<file path="config.mk">
export PLATFORM = sky130hd
export DESIGN_NAME = audio_frame_aligner
export DESIGN_NICKNAME = d
export VERILOG_FILES = /design/src/rtl/audio_frame_aligner.sv
export SDC_FILE = /design/constraint.sdc
export NUM_CORES = 1
export LEC_CHECK = 0
export CAP_MARGIN = 40
export CORE_ASPECT_RATIO = 0.6
export CORE_MARGIN = 2
export CORE_UTILIZATION = 43
export DETAILED_ROUTE_END_ITERATION = 12
export PLACE_DENSITY = 0.67
export SETUP_SLACK_MARGIN = 0.02
export SLEW_MARGIN = 30
export SYNTH_ARGS = -nofsm -noshare
export SYNTH_HDL_FRONTEND = slang
export SYNTH_SLANG_ARGS = --single-unit
</file>
<file path="constraint.sdc">
create_clock -name clk -period 3.8 [get_ports clk]
set_input_delay 0.57 -clock clk [delete_from_list [all_inputs] [get_ports clk]]
set_output_delay 0.57 -clock clk [all_outputs]
set_load 0.01 [all_outputs]
</file>
<file path="src/rtl/audio_frame_aligner.sv">
// rtl/audio_frame_aligner.sv - per-channel elastic FIFOs merged into aligned frames, lane 0 through a programmable delay line
// Optional macro AUDIO_ALIGN_TIMEOUT_EN adds the lagging-channel timeout and partial-frame emission.
module audio_frame_aligner #(
   parameter int NUM_CH     = 2,
   parameter int DATA_W     = 16,
   parameter int FIFO_DEPTH = 8,
   parameter int DELAY_MAX  = 64,
   parameter int TIMEOUT    = 4096
) (
   input  logic                       clk,
   input  logic                       rst,
   input  logic [NUM_CH*DATA_W-1:0]   ch_data,
   input  logic [NUM_CH-1:0]          ch_valid,
   input  logic [$clog2(DELAY_MAX)-1:0] ref_delay,
   output logic [NUM_CH*DATA_W-1:0]   frame_data,
   output logic [NUM_CH-1:0]          frame_partial,
   output logic                       frame_valid,
   input  logic                       frame_ready,
   output logic [NUM_CH-1:0]          ovf_flags,
   output logic [15:0]                drop_cnt
);
   localparam int AW  = $clog2(FIFO_DEPTH);
   localparam int DAW = $clog2(DELAY_MAX);
   localparam logic [AW:0]    OCC_FULL = (AW+1)'(FIFO_DEPTH);
   localparam logic [DAW-1:0] FILL_MAX = DAW'(DELAY_MAX - 1);

   if (NUM_CH < 2 || NUM_CH > 8 || FIFO_DEPTH < 2 || (FIFO_DEPTH & (FIFO_DEPTH - 1)) != 0 ||
       DELAY_MAX < 2 || (DELAY_MAX & (DELAY_MAX - 1)) != 0 || TIMEOUT < 2) begin : g_bad_cfg
      $error("audio_frame_aligner: illegal parameter set");
   end

`ifdef AUDIO_ALIGN_TIMEOUT_EN
   typedef enum logic [1:0] {S_IDLE, S_WAIT, S_EMIT_FULL, S_EMIT_PART} state_t;
`else
   typedef enum logic [1:0] {S_IDLE, S_WAIT, S_EMIT_FULL} state_t;
`endif
   state_t state, state_nxt;

   logic [DATA_W-1:0] fifo_mem [NUM_CH][FIFO_DEPTH];
   logic [AW-1:0]     wr_idx   [NUM_CH];
   logic [AW-1:0]     rd_idx   [NUM_CH];
   logic [AW:0]       occ      [NUM_CH];
   logic [AW:0]       occ_nxt  [NUM_CH];
   logic [DATA_W-1:0] lane     [NUM_CH];
   logic [NUM_CH-1:0] not_empty, not_empty_nxt, push_ok, drop, pop;
   logic              emit, out_free;
   logic [NUM_CH*DATA_W-1:0] frame_nxt;

   logic [DATA_W-1:0] dly_mem [DELAY_MAX];
   logic [DAW-1:0]    dly_wr, dly_fill;
   logic [DATA_W-1:0] ref_out;
   logic [16:0]       drop_sum;

   assign out_free = !frame_valid || frame_ready;

   always_comb begin
      for (int i = 0; i < NUM_CH; i++) begin
         not_empty[i] = (occ[i] != '0);
         lane[i]      = not_empty[i] ? fifo_mem[i][rd_idx[i]] : '0;
      end
   end

   // A pop in the same cycle frees the slot, so a push into a full FIFO survives.
   always_comb begin
      for (int i = 0; i < NUM_CH; i++) begin
         push_ok[i] = ch_valid[i] && ((occ[i] != OCC_FULL) || pop[i]);
         drop[i]    = ch_valid[i] && (occ[i] == OCC_FULL) && !pop[i];
         occ_nxt[i] = occ[i];
         if (push_ok[i] && !pop[i])
            occ_nxt[i] = occ[i] + (AW+1)'(1);
         else if (!push_ok[i] && pop[i])
            occ_nxt[i] = occ[i] - (AW+1)'(1);
         not_empty_nxt[i] = (occ_nxt[i] != '0);
      end
   end

   always_ff @(posedge clk) begin
      if (rst) begin
         for (int i = 0; i < NUM_CH; i++) begin
            wr_idx[i] <= '0;
            rd_idx[i] <= '0;
            occ[i]    <= '0;
         end
      end else begin
         for (int i = 0; i < NUM_CH; i++) begin
            if (push_ok[i])
               wr_idx[i] <= wr_idx[i] + AW'(1);
            if (pop[i])
               rd_idx[i] <= rd_idx[i] + AW'(1);
            occ[i] <= occ_nxt[i];
         end
      end
   end

   always_ff @(posedge clk) begin
      for (int i = 0; i < NUM_CH; i++) begin
         if (!rst && push_ok[i])
            fifo_mem[i][wr_idx[i]] <= ch_data[i*DATA_W +: DATA_W];
      end
   end

`ifdef AUDIO_ALIGN_TIMEOUT_EN
   localparam int TW = $clog2(TIMEOUT + 1);
   localparam logic [TW-1:0] TMO_LAST = TW'(TIMEOUT - 1);
   logic [TW-1:0] tmo_cnt;
   logic          tmo_hit;

   assign tmo_hit = (tmo_cnt == TMO_LAST);

   // Held at zero outside WAIT, so every entry into WAIT starts a fresh count.
   always_ff @(posedge clk) begin
      if (rst || state != S_WAIT)
         tmo_cnt <= '0;
      else if (!tmo_hit)
         tmo_cnt <= tmo_cnt + TW'(1);
   end
`endif

   always_ff @(posedge clk) begin
      if (rst)
         state <= S_IDLE;
      else
         state <= state_nxt;
   end

   always_comb begin
      state_nxt = state;
      case (state)
         S_IDLE: begin
            if (|not_empty)
               state_nxt = S_WAIT;
         end
         S_WAIT: begin
            if (&not_empty && out_free)
               state_nxt = S_EMIT_FULL;
`ifdef AUDIO_ALIGN_TIMEOUT_EN
            else if (tmo_hit && out_free)
               state_nxt = S_EMIT_PART;
`endif
         end
         default: state_nxt = (|not_empty_nxt) ? S_WAIT : S_IDLE;
      endcase
   end

   always_comb begin
      emit = 1'b0;
      case (state)
         S_EMIT_FULL: emit = 1'b1;
`ifdef AUDIO_ALIGN_TIMEOUT_EN
         S_EMIT_PART: emit = 1'b1;
`endif
         default:     emit = 1'b0;
      endcase
      pop = emit ? not_empty : '0;
   end

   // Zero history is masked by the fill count rather than by clearing the RAM.
   always_comb begin
      ref_out = '0;
      if (ref_delay == '0)
         ref_out = lane[0];
      else if (dly_fill >= ref_delay)
         ref_out = dly_mem[dly_wr - ref_delay];
   end

   always_ff @(posedge clk) begin
      if (rst) begin
         dly_wr   <= '0;
         dly_fill <= '0;
      end else if (emit) begin
         dly_wr <= dly_wr + DAW'(1);
         if (dly_fill != FILL_MAX)
            dly_fill <= dly_fill + DAW'(1);
      end
   end

   always_ff @(posedge clk) begin
      if (!rst && emit)
         dly_mem[dly_wr] <= lane[0];
   end

   always_comb begin
      frame_nxt = '0;
      for (int i = 0; i < NUM_CH; i++)
         frame_nxt[i*DATA_W +: DATA_W] = (i == 0) ? ref_out : lane[i];
   end

   always_ff @(posedge clk) begin
      if (rst) begin
         frame_valid <= 1'b0;
         frame_data  <= '0;
      end else if (emit) begin
         frame_valid <= 1'b1;
         frame_data  <= frame_nxt;
      end else if (frame_ready) begin
         frame_valid <= 1'b0;
      end
   end

`ifdef AUDIO_ALIGN_TIMEOUT_EN
   always_ff @(posedge clk) begin
      if (rst)
         frame_partial <= '0;
      else if (emit)
         frame_partial <= ~not_empty;
   end
`else
   assign frame_partial = '0;
`endif

   always_comb begin
      drop_sum = {1'b0, drop_cnt};
      for (int i = 0; i < NUM_CH; i++)
         drop_sum = drop_sum + 17'(drop[i]);
   end

   always_ff @(posedge clk) begin
      if (rst) begin
         ovf_flags <= '0;
         drop_cnt  <= '0;
      end else begin
         ovf_flags <= ovf_flags | drop;
         drop_cnt  <= drop_sum[16] ? 16'hFFFF : drop_sum[15:0];
      end
   end
endmodule

</file>
==> reports/metrics.yaml <==
layout_common_cells: "edfxtp_1, mux4_2, buf_4, nor2_1, clkbuf_16"
ys_types: 62
drv_cap: 0
period_needed_ns: 3.67
grt_pass1_wl_um: 191000
setup_viol: 0
grt_max_degree: 66
die_h_um: 277
synth_edf_count: 1292
finClkSkew_ns: 0.0757
critPathRequiredTime_ns: 4.39
clkLatencyLatePin_ns: 0.75
yosys_warnings: 0
finalWirelength_um: 131000
p_leak_uw: 0.0204
globalRouteTotalUtil_pct: 20.6
cts_root_buf: "clkbuf_16"
first_global_vias: 27500
tightestPinTransition_ns: 0.807
drt-initial-drc-count: 3587
relSlewSlack_pct: 46.1
final_max_slew_viol_count: 0
start_util_pct: 43.2
design_area_mm2: 0.0626
yosysSeqAreaShare_pct: 75.3
clockBufferDepth: 3
powerDensity_mw_per_mm2: 517
crit_slowest_cell: "fa_4"
ir_drop_mv: 0.432
whs_ns: 0.394
synthFlopType: "edfxtp_1"
path_buf_inv: 3
area_growth_pct: 17.1
crit_path_frequent_cell: "buf_12"
grt_setup_unrepaired: "no"
crit_family: "adder cells"
synthArstFlopShare_pct: 0
cts_tree: "built"
die_area_mm2: 0.127
io_buffers: 93
core-area_mm2: 0.124
cts-resized-gates: 8
drive_gt1_share_pct: 28.9
fmax_ghz: 0.272
critPathMaxFanout: 29
postCtsSetupBuffers: 0
place_congestion: 0.909
numCtsBuffers: 119
wl_per_cell_um: 28.2
avgSynthCellArea_um2: 20.8
start_kind: "flop"
nNetsFinal: 2989
ant_nets: 0
rows: 100
crit_path_end_kind: "flop"
setup_tns_ns: 0
critical_path.max_stage_delay_ns: 0.80
antenna_found_initial: 7
cts.clk_slew.worst_paths_ns: 0.07
hold_viol: 0
dpl_cell_area_mm2: 0.0585
crit_type: "flop to flop"
mostFrequentLayoutCell: "edfxtp_1"
die_w_um: 459
synth_cells: 2567
crit_chain: "inv_1 -> ha_4 -> fa_4 -> buf_12 -> buf_12 -> mux4_2 -> and2_1 -> a2111oi_1 -> nor4_1 -> a221oi_1 -> o22ai_1"
period_share_pct: 96.6
arrival_ns: 4.26
overflow: 0
io_pins: 96
synth_area_mm2: 0.0534
drc: 0
synth_seq_cells: 1365
drtPass1Iterations: 5
numClockSinks: 1365
dp_hpwl_um: 84400
synth.top_cell.area_share_pct: 72.6
viasPerCell: 5.86
hp-class: "primary input to flop"
holdBufCountCts: 0
synth_area_leaders: "edfxtp_1, mux4_2, dfxtp_1"
outcome: "complete, no violations"
ctsHtreeMaxLevel: 3
synth_top_area_cell: "edfxtp_1"
num_vias: 27300
[per-stage QoR]
| step | utilization (%) | instances | power (uW) | setup slack (ns) |
|---|---|---|---|---|
| floorplan | - | 2568 | 19000 | 0.362 |
| global placement | 47.2 | 4422 | 20400 | -0.649 |
| detailed placement | 47.3 | 4425 | 20500 | -0.686 |
| CTS | 50.5 | 4648 | 32600 | 0.119 |
| global route | 50.6 | 4654 | 33400 | 0.0219 |
| finish | 50.6 | 4656 | 32400 | 0.128 |
[cells in the mapped netlist, drive strengths merged, types with 4 or more instances]
library cell	number
a21oi	42
mux4	337
nand2	81
or3	19
dfxtp	73
a221oi	17
clkbuf	66
nor2b	9
nor2	161
o21bai	16
mux2i	109
and2	6
buf	72
nand3	14
and3	6
xor2	16
o21ai	7
mux2	32
nor3	11
a22oi	17
nand2b	11
o2111ai	15
inv	17
edfxtp	1292
ha	24
xnor2	22
a2111oi	4
nand4	38
[where the power goes]
group,switching (uW),internal [uW],total (uW)
Sequential,74.4,16800,16900
Clock,5500,6620,12100
Combinational,1960,1410,3370
[sequential cells by signal, summed over array words and instances, names as in the netlist]
signal       cells
ovf_flags        2
frame_data      32
wr_idx           6
drop_cnt        16
frame_valid      1
occ              8
dly_mem       1024
dly_wr           6
rd_idx           6
fifo_mem       256
state            2
dly_fill         6
[path summary, 6_finish.rpt]
check | from | endpoint | cells after the start | slack, ns
max | dly_wr[0] | frame_data[7] | 11 | 0.13
min | rst | rd_idx[0][4] | 3 | 0.39
max reg2reg | dly_wr[0] | frame_data[7] | 11 | 0.13
min reg2reg | ovf_flags[0] | ovf_flags[0] | 1 | 0.49
[metal layers]
metal  global-route usage [%]  part of all wire (%)
met1                     31.6                    43
met2                     29.3                    44
met3                     6.03                    11
met4                     4.27                   1.9
met5                        0                     0
[layout make-up]
type	instances	area, um^2
Antenna cell	2	5.00
Clock buffer	143	3070
Clock inverter	80	826
Fill cell	9620	61000
Inverter	17	63.8
Multi-Input combinational cell	1048	12800
Sequential cell	1365	40300
Tap cell	1632	2040
Timing Repair Buffer	369	3590
[worst register-to-register path, cell delays in order, from the launching register on]
cell and delay [ns]:
dfxtp_2 0.41, inv_1 0.15, ha_4 0.19, fa_4 0.80, buf_12 0.19, buf_12 0.25, mux4_2 0.34, and2_1 0.18
a2111oi_1 0.47, nor4_1 0.15, a221oi_1 0.29, o22ai_1 0.12
[kinds of logic (layout without fill, tap and decap cells)]
kind of cell	Yosys count	after routing	share of synthesized area, %
buffers and inverters	155	609	1.43
AOI/OAI and AO/OA	133	133	1.81
DFF	1365	1365	75.3
xor gates and xnor gates	38	38	0.637
other	1	4	0.00702
and+or+nand+nor	371	371	3.21
muxes	478	478	16.9
adders and majority gates	26	26	0.637
(Power assumes the default switching activity.)
